<file path="config.mk">
export PLATFORM = sky130hd
export DESIGN_NAME = tc_spi_arbiter_flat
export DESIGN_NICKNAME = d
export VERILOG_FILES = /design/src/rtl/tc_spi_pkg.sv /design/src/rtl/tc_spi_arbiter_if.sv /design/src/rtl/rr_pick.sv /design/src/rtl/tc_spi_arbiter.sv /design/src/flat_wrapper.sv
export SDC_FILE = /design/constraint.sdc
export NUM_CORES = 1
export LEC_CHECK = 0
export BUFFER_PORTS_ARGS = -buffer_cell sky130_fd_sc_hd__buf_2
export CAP_MARGIN = 20
export CORE_UTILIZATION = 50
export CTS_CLUSTER_DIAMETER = 120
export DETAILED_ROUTE_END_ITERATION = 6
export GPL_ROUTABILITY_DRIVEN = 1
export PLACE_DENSITY = 0.8
export SYNTH_ARGS = -nofsm -noshare
export SYNTH_HDL_FRONTEND = slang
export SYNTH_HIERARCHICAL = 1
export SYNTH_SLANG_ARGS = --single-unit
</file>
<file path="constraint.sdc">
create_clock -name clk -period 2.9 [get_ports clk]
set_input_delay 0.58 -clock clk [delete_from_list [all_inputs] [get_ports clk]]
set_output_delay 0.58 -clock clk [all_outputs]
set_load 0.005 [all_outputs]
</file>
<file path="src/rtl/tc_spi_pkg.sv">
// Shared types and constants for the thermocouple SPI arbiter.
package tc_spi_pkg;

  typedef enum logic [1:0] {
    IDLE = 2'd0,
    ARM  = 2'd1,
    XFER = 2'd2,
    HOLD = 2'd3
  } arb_state_t;

  localparam int SPI_FRAME_W        = 32;
  localparam int TC_HOLDOFF_DEFAULT = 16;
  localparam int WD_W               = 16;

  // Width of a requester index; never narrower than one bit.
  function automatic int idx_width(input int n);
    return (n > 2) ? $clog2(n) : 1;
  endfunction

endpackage

</file>
<file path="src/rtl/tc_spi_arbiter_if.sv">
// Bundle between tc_spi_arbiter, its sensor requesters and the shared SPI master.
interface tc_spi_arbiter_if #(
  parameter int NREQ = 4
);
  import tc_spi_pkg::*;

  logic [NREQ-1:0]        req;
  logic [NREQ-1:0]        grant;
  logic [NREQ-1:0]        done;
  logic [SPI_FRAME_W-1:0] rx_data;
  logic                   spi_ena;
  logic                   spi_not_busy;
  logic [SPI_FRAME_W-1:0] spi_rx_data;
  logic [NREQ-1:0]        spi_cs_n;
  logic                   timeout_err;

  modport slave (
    input  req, spi_not_busy, spi_rx_data,
    output grant, done, rx_data, spi_ena, spi_cs_n, timeout_err
  );

  modport master (
    output req, spi_not_busy, spi_rx_data,
    input  grant, done, rx_data, spi_ena, spi_cs_n, timeout_err
  );

endinterface

</file>
<file path="src/rtl/rr_pick.sv">
// Combinational round-robin picker: first set req bit scanning upward from last+1.
module rr_pick
  import tc_spi_pkg::*;
#(
  parameter  int NREQ = 4,
  localparam int IW   = idx_width(NREQ)
) (
  input  logic [NREQ-1:0] req,
  input  logic [IW-1:0]   last,
  output logic [NREQ-1:0] win,
  output logic [IW-1:0]   win_idx
);

  always_comb begin
    int          idx;
    logic [IW-1:0] sel;
    logic        found;
    win     = '0;
    win_idx = '0;
    found   = 1'b0;
    idx     = 0;
    sel     = '0;
    for (int k = 1; k <= NREQ; k++) begin
      idx = int'(last) + k;
      if (idx >= NREQ) idx = idx - NREQ;
      sel = IW'(idx);
      if (!found && req[sel]) begin
        found    = 1'b1;
        win[sel] = 1'b1;
        win_idx  = sel;
      end
    end
  end

endmodule

</file>
<file path="src/rtl/tc_spi_arbiter.sv">
// Round-robin owner of one SPI master shared by NREQ sensor readers, with post-frame holdoff.
// Optional watchdog abort of stuck frames: define TC_SPI_ARB_TIMEOUT_EN.
//
// state | meaning
// IDLE  | no owner; pick next requester round-robin
// ARM   | spi_ena high, waiting for the master to go busy
// XFER  | master busy, waiting for it to return idle with the frame
// HOLD  | first cycle keeps grant/CS, then bus released for HOLDOFF cycles
module tc_spi_arbiter
  import tc_spi_pkg::*;
#(
  parameter int NREQ    = 4,
  parameter int HOLDOFF = TC_HOLDOFF_DEFAULT,
  parameter int TIMEOUT = 4095
) (
  input  logic             clk,
  input  logic             rst,
  tc_spi_arbiter_if.slave  bus
);

  localparam int              IW        = idx_width(NREQ);
  localparam int              HW        = $clog2(HOLDOFF + 1);
  localparam logic [HW-1:0]   HOLD_LOAD = HW'(HOLDOFF);
  localparam logic [IW-1:0]   LAST_RST  = IW'(NREQ - 1);

  if (NREQ < 2 || NREQ > 8) begin : g_chk_nreq
    $error("tc_spi_arbiter: NREQ must be in 2..8");
  end
  if (HOLDOFF < 1) begin : g_chk_holdoff
    $error("tc_spi_arbiter: HOLDOFF must be at least 1");
  end
  if (TIMEOUT < 1 || TIMEOUT > 65535) begin : g_chk_timeout
    $error("tc_spi_arbiter: TIMEOUT must fit 16 bits and be nonzero");
  end

  arb_state_t             state_q, state_nxt;
  logic [NREQ-1:0]        grant_q, grant_d;
  logic [NREQ-1:0]        done_q, done_d;
  logic [IW-1:0]          last_q, last_d;
  logic [SPI_FRAME_W-1:0] rx_q, rx_d;
  logic                   ena_q, ena_d;
  logic                   terr_q, terr_d;
  logic [HW-1:0]          hold_q, hold_d;
  logic [NREQ-1:0]        pick_win;
  logic [IW-1:0]          pick_idx;
  logic                   abort;

  rr_pick #(.NREQ(NREQ)) u_pick (
    .req     (bus.req),
    .last    (last_q),
    .win     (pick_win),
    .win_idx (pick_idx)
  );

`ifdef TC_SPI_ARB_TIMEOUT_EN
  localparam logic [WD_W-1:0] WD_LAST = WD_W'(TIMEOUT - 1);
  logic [WD_W-1:0] wd_q, wd_d;

  // Held at zero in IDLE so it starts clean on every entry to ARM.
  assign abort = ((state_q == ARM) || (state_q == XFER)) && (wd_q == WD_LAST);

  always_comb begin
    wd_d = wd_q;
    if (state_q == IDLE)
      wd_d = '0;
    else if ((state_q == ARM) || (state_q == XFER))
      wd_d = wd_q + 1'b1;
  end

  always_ff @(posedge clk) begin
    if (rst) wd_q <= '0;
    else     wd_q <= wd_d;
  end
`else
  assign abort = 1'b0;
`endif

  always_ff @(posedge clk) begin
    if (rst) begin
      state_q <= IDLE;
      grant_q <= '0;
      done_q  <= '0;
      last_q  <= LAST_RST;
      rx_q    <= '0;
      ena_q   <= 1'b0;
      terr_q  <= 1'b0;
      hold_q  <= '0;
    end else begin
      state_q <= state_nxt;
      grant_q <= grant_d;
      done_q  <= done_d;
      last_q  <= last_d;
      rx_q    <= rx_d;
      ena_q   <= ena_d;
      terr_q  <= terr_d;
      hold_q  <= hold_d;
    end
  end

  always_comb begin
    state_nxt = state_q;
    case (state_q)
      IDLE:    if (|bus.req) state_nxt = ARM;
      ARM: begin
        if (abort)                  state_nxt = HOLD;
        else if (!bus.spi_not_busy) state_nxt = XFER;
      end
      XFER:    if (abort || bus.spi_not_busy) state_nxt = HOLD;
      HOLD:    if (hold_q == '0) state_nxt = IDLE;
      default: state_nxt = IDLE;
    endcase
  end

  always_comb begin
    grant_d = grant_q;
    last_d  = last_q;
    ena_d   = ena_q;
    rx_d    = rx_q;
    hold_d  = hold_q;
    done_d  = '0;
    terr_d  = 1'b0;
    case (state_q)
      IDLE: begin
        if (|bus.req) begin
          grant_d = pick_win;
          last_d  = pick_idx;
          ena_d   = 1'b1;
        end
      end
      ARM: begin
        if (abort) begin
          ena_d  = 1'b0;
          terr_d = 1'b1;
          hold_d = HOLD_LOAD;
        end else if (!bus.spi_not_busy) begin
          ena_d = 1'b0;
        end
      end
      XFER: begin
        if (abort) begin
          terr_d = 1'b1;
          hold_d = HOLD_LOAD;
        end else if (bus.spi_not_busy) begin
          rx_d   = bus.spi_rx_data;
          done_d = grant_q;
          hold_d = HOLD_LOAD;
        end
      end
      HOLD: begin
        // Counter still at its load value only on the first HOLD cycle.
        if (hold_q == HOLD_LOAD) grant_d = '0;
        if (hold_q != '0)        hold_d  = hold_q - 1'b1;
      end
      default: ;
    endcase
  end

  assign bus.grant       = grant_q;
  assign bus.spi_cs_n    = ~grant_q;
  assign bus.done        = done_q;
  assign bus.rx_data     = rx_q;
  assign bus.spi_ena     = ena_q;
  assign bus.timeout_err = terr_q;

endmodule

</file>
<file path="src/flat_wrapper.sv">
// flat-port wrapper written by rule: the top's interface ports become plain ports
module tc_spi_arbiter_flat import tc_spi_pkg::*;
#(
  parameter int NREQ    = 4,
  parameter int HOLDOFF = TC_HOLDOFF_DEFAULT,
  parameter int TIMEOUT = 4095
)
  (clk, rst, bus_req, bus_spi_not_busy, bus_spi_rx_data, bus_grant, bus_done, bus_rx_data, bus_spi_ena, bus_spi_cs_n, bus_timeout_err);
  tc_spi_arbiter_if #(.NREQ(NREQ)) bus_i ();
  input  logic clk;
  input  logic rst;
  input wire logic [$bits(bus_i.req)-1:0] bus_req;
  input wire logic [$bits(bus_i.spi_not_busy)-1:0] bus_spi_not_busy;
  input wire logic [$bits(bus_i.spi_rx_data)-1:0] bus_spi_rx_data;
  output wire logic [$bits(bus_i.grant)-1:0] bus_grant;
  output wire logic [$bits(bus_i.done)-1:0] bus_done;
  output wire logic [$bits(bus_i.rx_data)-1:0] bus_rx_data;
  output wire logic [$bits(bus_i.spi_ena)-1:0] bus_spi_ena;
  output wire logic [$bits(bus_i.spi_cs_n)-1:0] bus_spi_cs_n;
  output wire logic [$bits(bus_i.timeout_err)-1:0] bus_timeout_err;
  assign bus_i.req = bus_req;
  assign bus_i.spi_not_busy = bus_spi_not_busy;
  assign bus_i.spi_rx_data = bus_spi_rx_data;
  assign bus_grant = bus_i.grant;
  assign bus_done = bus_i.done;
  assign bus_rx_data = bus_i.rx_data;
  assign bus_spi_ena = bus_i.spi_ena;
  assign bus_spi_cs_n = bus_i.spi_cs_n;
  assign bus_timeout_err = bus_i.timeout_err;
  tc_spi_arbiter #(.NREQ(NREQ), .HOLDOFF(HOLDOFF), .TIMEOUT(TIMEOUT)) u_core (.clk(clk), .rst(rst), .bus(bus_i));
endmodule
</file>
==> results.json <==
{
  "status": "finished, final reports clean",
  "ctsHoldBuffers": 0,
  "dieArea_um2": 5250,
  "critPathBufInv": 1,
  "skew_ns": 0.005284,
  "drt-pass1-iter-count": 4,
  "setup_ws_ns": 0.6204,
  "grt.total_usage_pct": 20.65,
  "post_cts_resized": 0,
  "ios": 85,
  "synth_xor_area_share_pct": 0,
  "path_clk_slew_ns": 0.09,
  "clock_latency_ns": 0.30,
  "grt_max_degree": 50,
  "final.min_clock_period_ns": 2.280,
  "final_nets": 431,
  "start_util_pct": 52.21,
  "slew_headroom_pct": 55.01,
  "ys.flop_type": "dfxtp_1",
  "cp-end-kind": "flop",
  "setup_viol": 0,
  "ir_worst_vdd_mv": 0.3993,
  "synth-compound-area-share_pct": 21.32,
  "synth.avg_cell_area_um2": 8.247,
  "synth_top_family_by_area": "simple AND/OR/NAND/NOR gates",
  "synth_warnings": 6,
  "syn-cell-area_um2": 2482,
  "grt-ovfl-total": 0,
  "synth_fa_ha_area_share_pct": 7.056,
  "power_density_nw_per_um2": 738.6,
  "slowest_stage": "dfxtp_1",
  "rows": 25,
  "antenna_found_initial": 0,
  "fp.dieH_um": 72.46,
  "cp_data_arrival_time_ns": 2.45,
  "drv_cap": 0,
  "grt_first_pass_wirelength_um": 8645,
  "synthCells": 301,
  "wl_um": 5442,
  "route.detailed.drc": 0,
  "cts_root_buffer": "clkbuf_8",
  "ys_seq_area_share_pct": 40.32,
  "fin_crit_sh_pct": 78.61,
  "cts_buffers": 5,
  "hold_violations": 0,
  "dp_hpwl_um": 3951,
  "wire_per_inst_um": 12.20,
  "critical_path_class": "flop to flop",
  "htree_levels": 2,
  "synthArstFlopShare_pct": 0,
  "cp_max_fo": 10,
  "cpLargestDelayFamily": "flip-flops",
  "crit_path_cell_trace": "inv_1 -> ha_1 -> mux4_2 -> nand2_1 -> o21ai_1 -> a221o_1 -> nand4b_1 -> a21oi_1",
  "fin_cells": 446,
  "diodes": 0,
  "cts_max_path_buffers": 2,
  "post_cts_buffers": 0,
  "io_buffers": 83,
  "leakage_nw": 1.324,
  "ant_nets": 0,
  "required_ns": 3.07,
  "die_w_um": 72.46,
  "synth-seq-cells": 50,
  "viasPerCell": 5.193,
  "via_count": 2316,
  "routabilityCongestion": 0.8440,
  "place_area_um2": 2929,
  "cts_tree": "built",
  "critPathLaunchType": "flop",
  "hold_class": "flop to flop",
  "syn_to_final_growth_pct": 21.62,
  "synth_simple_gate_area_share_pct": 21.82,
  "grt_pass1_vias": 1979,
  "coreArea_um2": 4755,
  "pre_cts_ws_ns": 0.6629,
  "slew_violations": 0,
  "drt_iter0_markers": 122,
  "dp_cells": 438,
  "fin_tns_setup_ns": 0,
  "synth.area.mux_share_pct": 3.579,
  "synth_edf_count": 0,
  "mostFrequentLayoutCell": "buf_2",
  "crit_path_max_incr_delay_ns": 0.52,
  "drive_gt1_share_pct": 29.29,
  "fin_area_um2": 3019,
  "layout_common_cells": "83 x buf_2, 79 x nand2_1, 50 x dfxtp_1",
  "cts_sinks": 50,
  "rsz0062_at_grt": "false",
  "ys_types": 50,
  "hold_ws_ns": 0.4546,
  "syn_nets": 354,
  "worst_pin_slew_ns": 0.6676,
  "max_freq_ghz": 0.4387
}
state kept, by name, indices dropped and copies added (netlist names):
signal / flops
u_core/bus.spi_ena: 1
u_core/last_q: 2
u_core/hold_q: 5
u_core/state_q: 2
u_core/bus.done: 4
u_core/bus.grant: 4
u_core/bus.rx_data: 32
routing by layer:
layer	up-vias	part of all wire, %	GRT usage [%]
li1	1180	-	-
met1	1059	42	24.02
met2	67	51	36.45
met3	10	5.2	4.583
met4	0	1.8	8.715
met5	-	0	0
power breakdown:
group	switching [W]	total (W)	leakage [nW]	internal (W)
clock network	0.000231	0.000401	0.0441	0.000170
registers	0.0000743	0.000865	0.406	0.000791
logic	0.000537	0.000963	0.874	0.000426
total	0.000843	0.00223	1.32	0.00139
area by class of cell:
type | instances | area [um2]
fill | 452 | 1735
multi-input combinational | 219 | 1339
sequential | 50 | 1001
timing repair buffer | 88 | 452.9
tap | 67 | 83.83
clock buffer | 5 | 68.82
inverter | 14 | 52.55
clock inverter | 3 | 21.27
synth_stat cells (all sizes together) (2+ instances only):
cell	count	area [um2]
nand4b	4	35.03
a221oi	2	41.29
dfxtp	50	1001
and3b	2	17.52
a211oi	2	32.53
a21oi	40	200.2
nor3	6	30.03
nor2	10	40.04
a211o	2	17.52
a22oi	2	20.02
ha	14	175.2
buf	6	45.04
mux4	2	45.04
and2b	2	17.52
o21ai	17	85.08
inv	13	48.80
nand2b	5	31.28
o22ai	2	12.51
nor2b	2	12.51
a221o	4	40.04
and2	2	12.51
nand2	79	296.5
mux2	3	33.78
clkbuf	12	45.04
worst paths after layout:
check | from | end | slack (ns) | cells past startpoint
setup / recovery | u_core/last_q[1]$_SDFFE_PP1P_ | u_core/bus.grant[3]$_SDFFE_PP0P_ | 0.62 | 8
hold reg to reg | u_core/bus.rx_data[2]$_SDFFE_PP0P_ | u_core/bus.rx_data[2]$_SDFFE_PP0P_ | 0.45 | 2
setup reg to reg | u_core/last_q[1]$_SDFFE_PP1P_ | u_core/bus.grant[3]$_SDFFE_PP0P_ | 0.62 | 8
hold / removal | u_core/bus.rx_data[2]$_SDFFE_PP0P_ | u_core/bus.rx_data[2]$_SDFFE_PP0P_ | 0.45 | 2
stage by stage:
stage	utilization [%]	power [W]
2_1_floorplan	-	0.001576
3_3_place_gp	61.61	0.001817
3_5_place_dp	61.61	0.001843
4_1_cts	63.50	0.002247
5_1_grt	63.50	0.002405
6_report	63.50	0.002230
worst reg2reg max path, stage by stage (launching register included):
cell      delay, ns
dfxtp_1        0.52
inv_1          0.18
ha_1           0.41
mux4_2         0.44
nand2_1        0.12
o21ai_1        0.06
a221o_1        0.26
nand4b_1       0.10
a21oi_1        0.07
cells by family after synthesis:
| group | after synthesis |
|---|---|
| DFF | 50 |
| and+or+nand+nor | 118 |
| AOI/OAI and AO/OA | 80 |
| other | 1 |
| muxes | 6 |
| buffers and inverters | 32 |
| adders and majority gates | 14 |
Power figures use the tool's default switching activity.
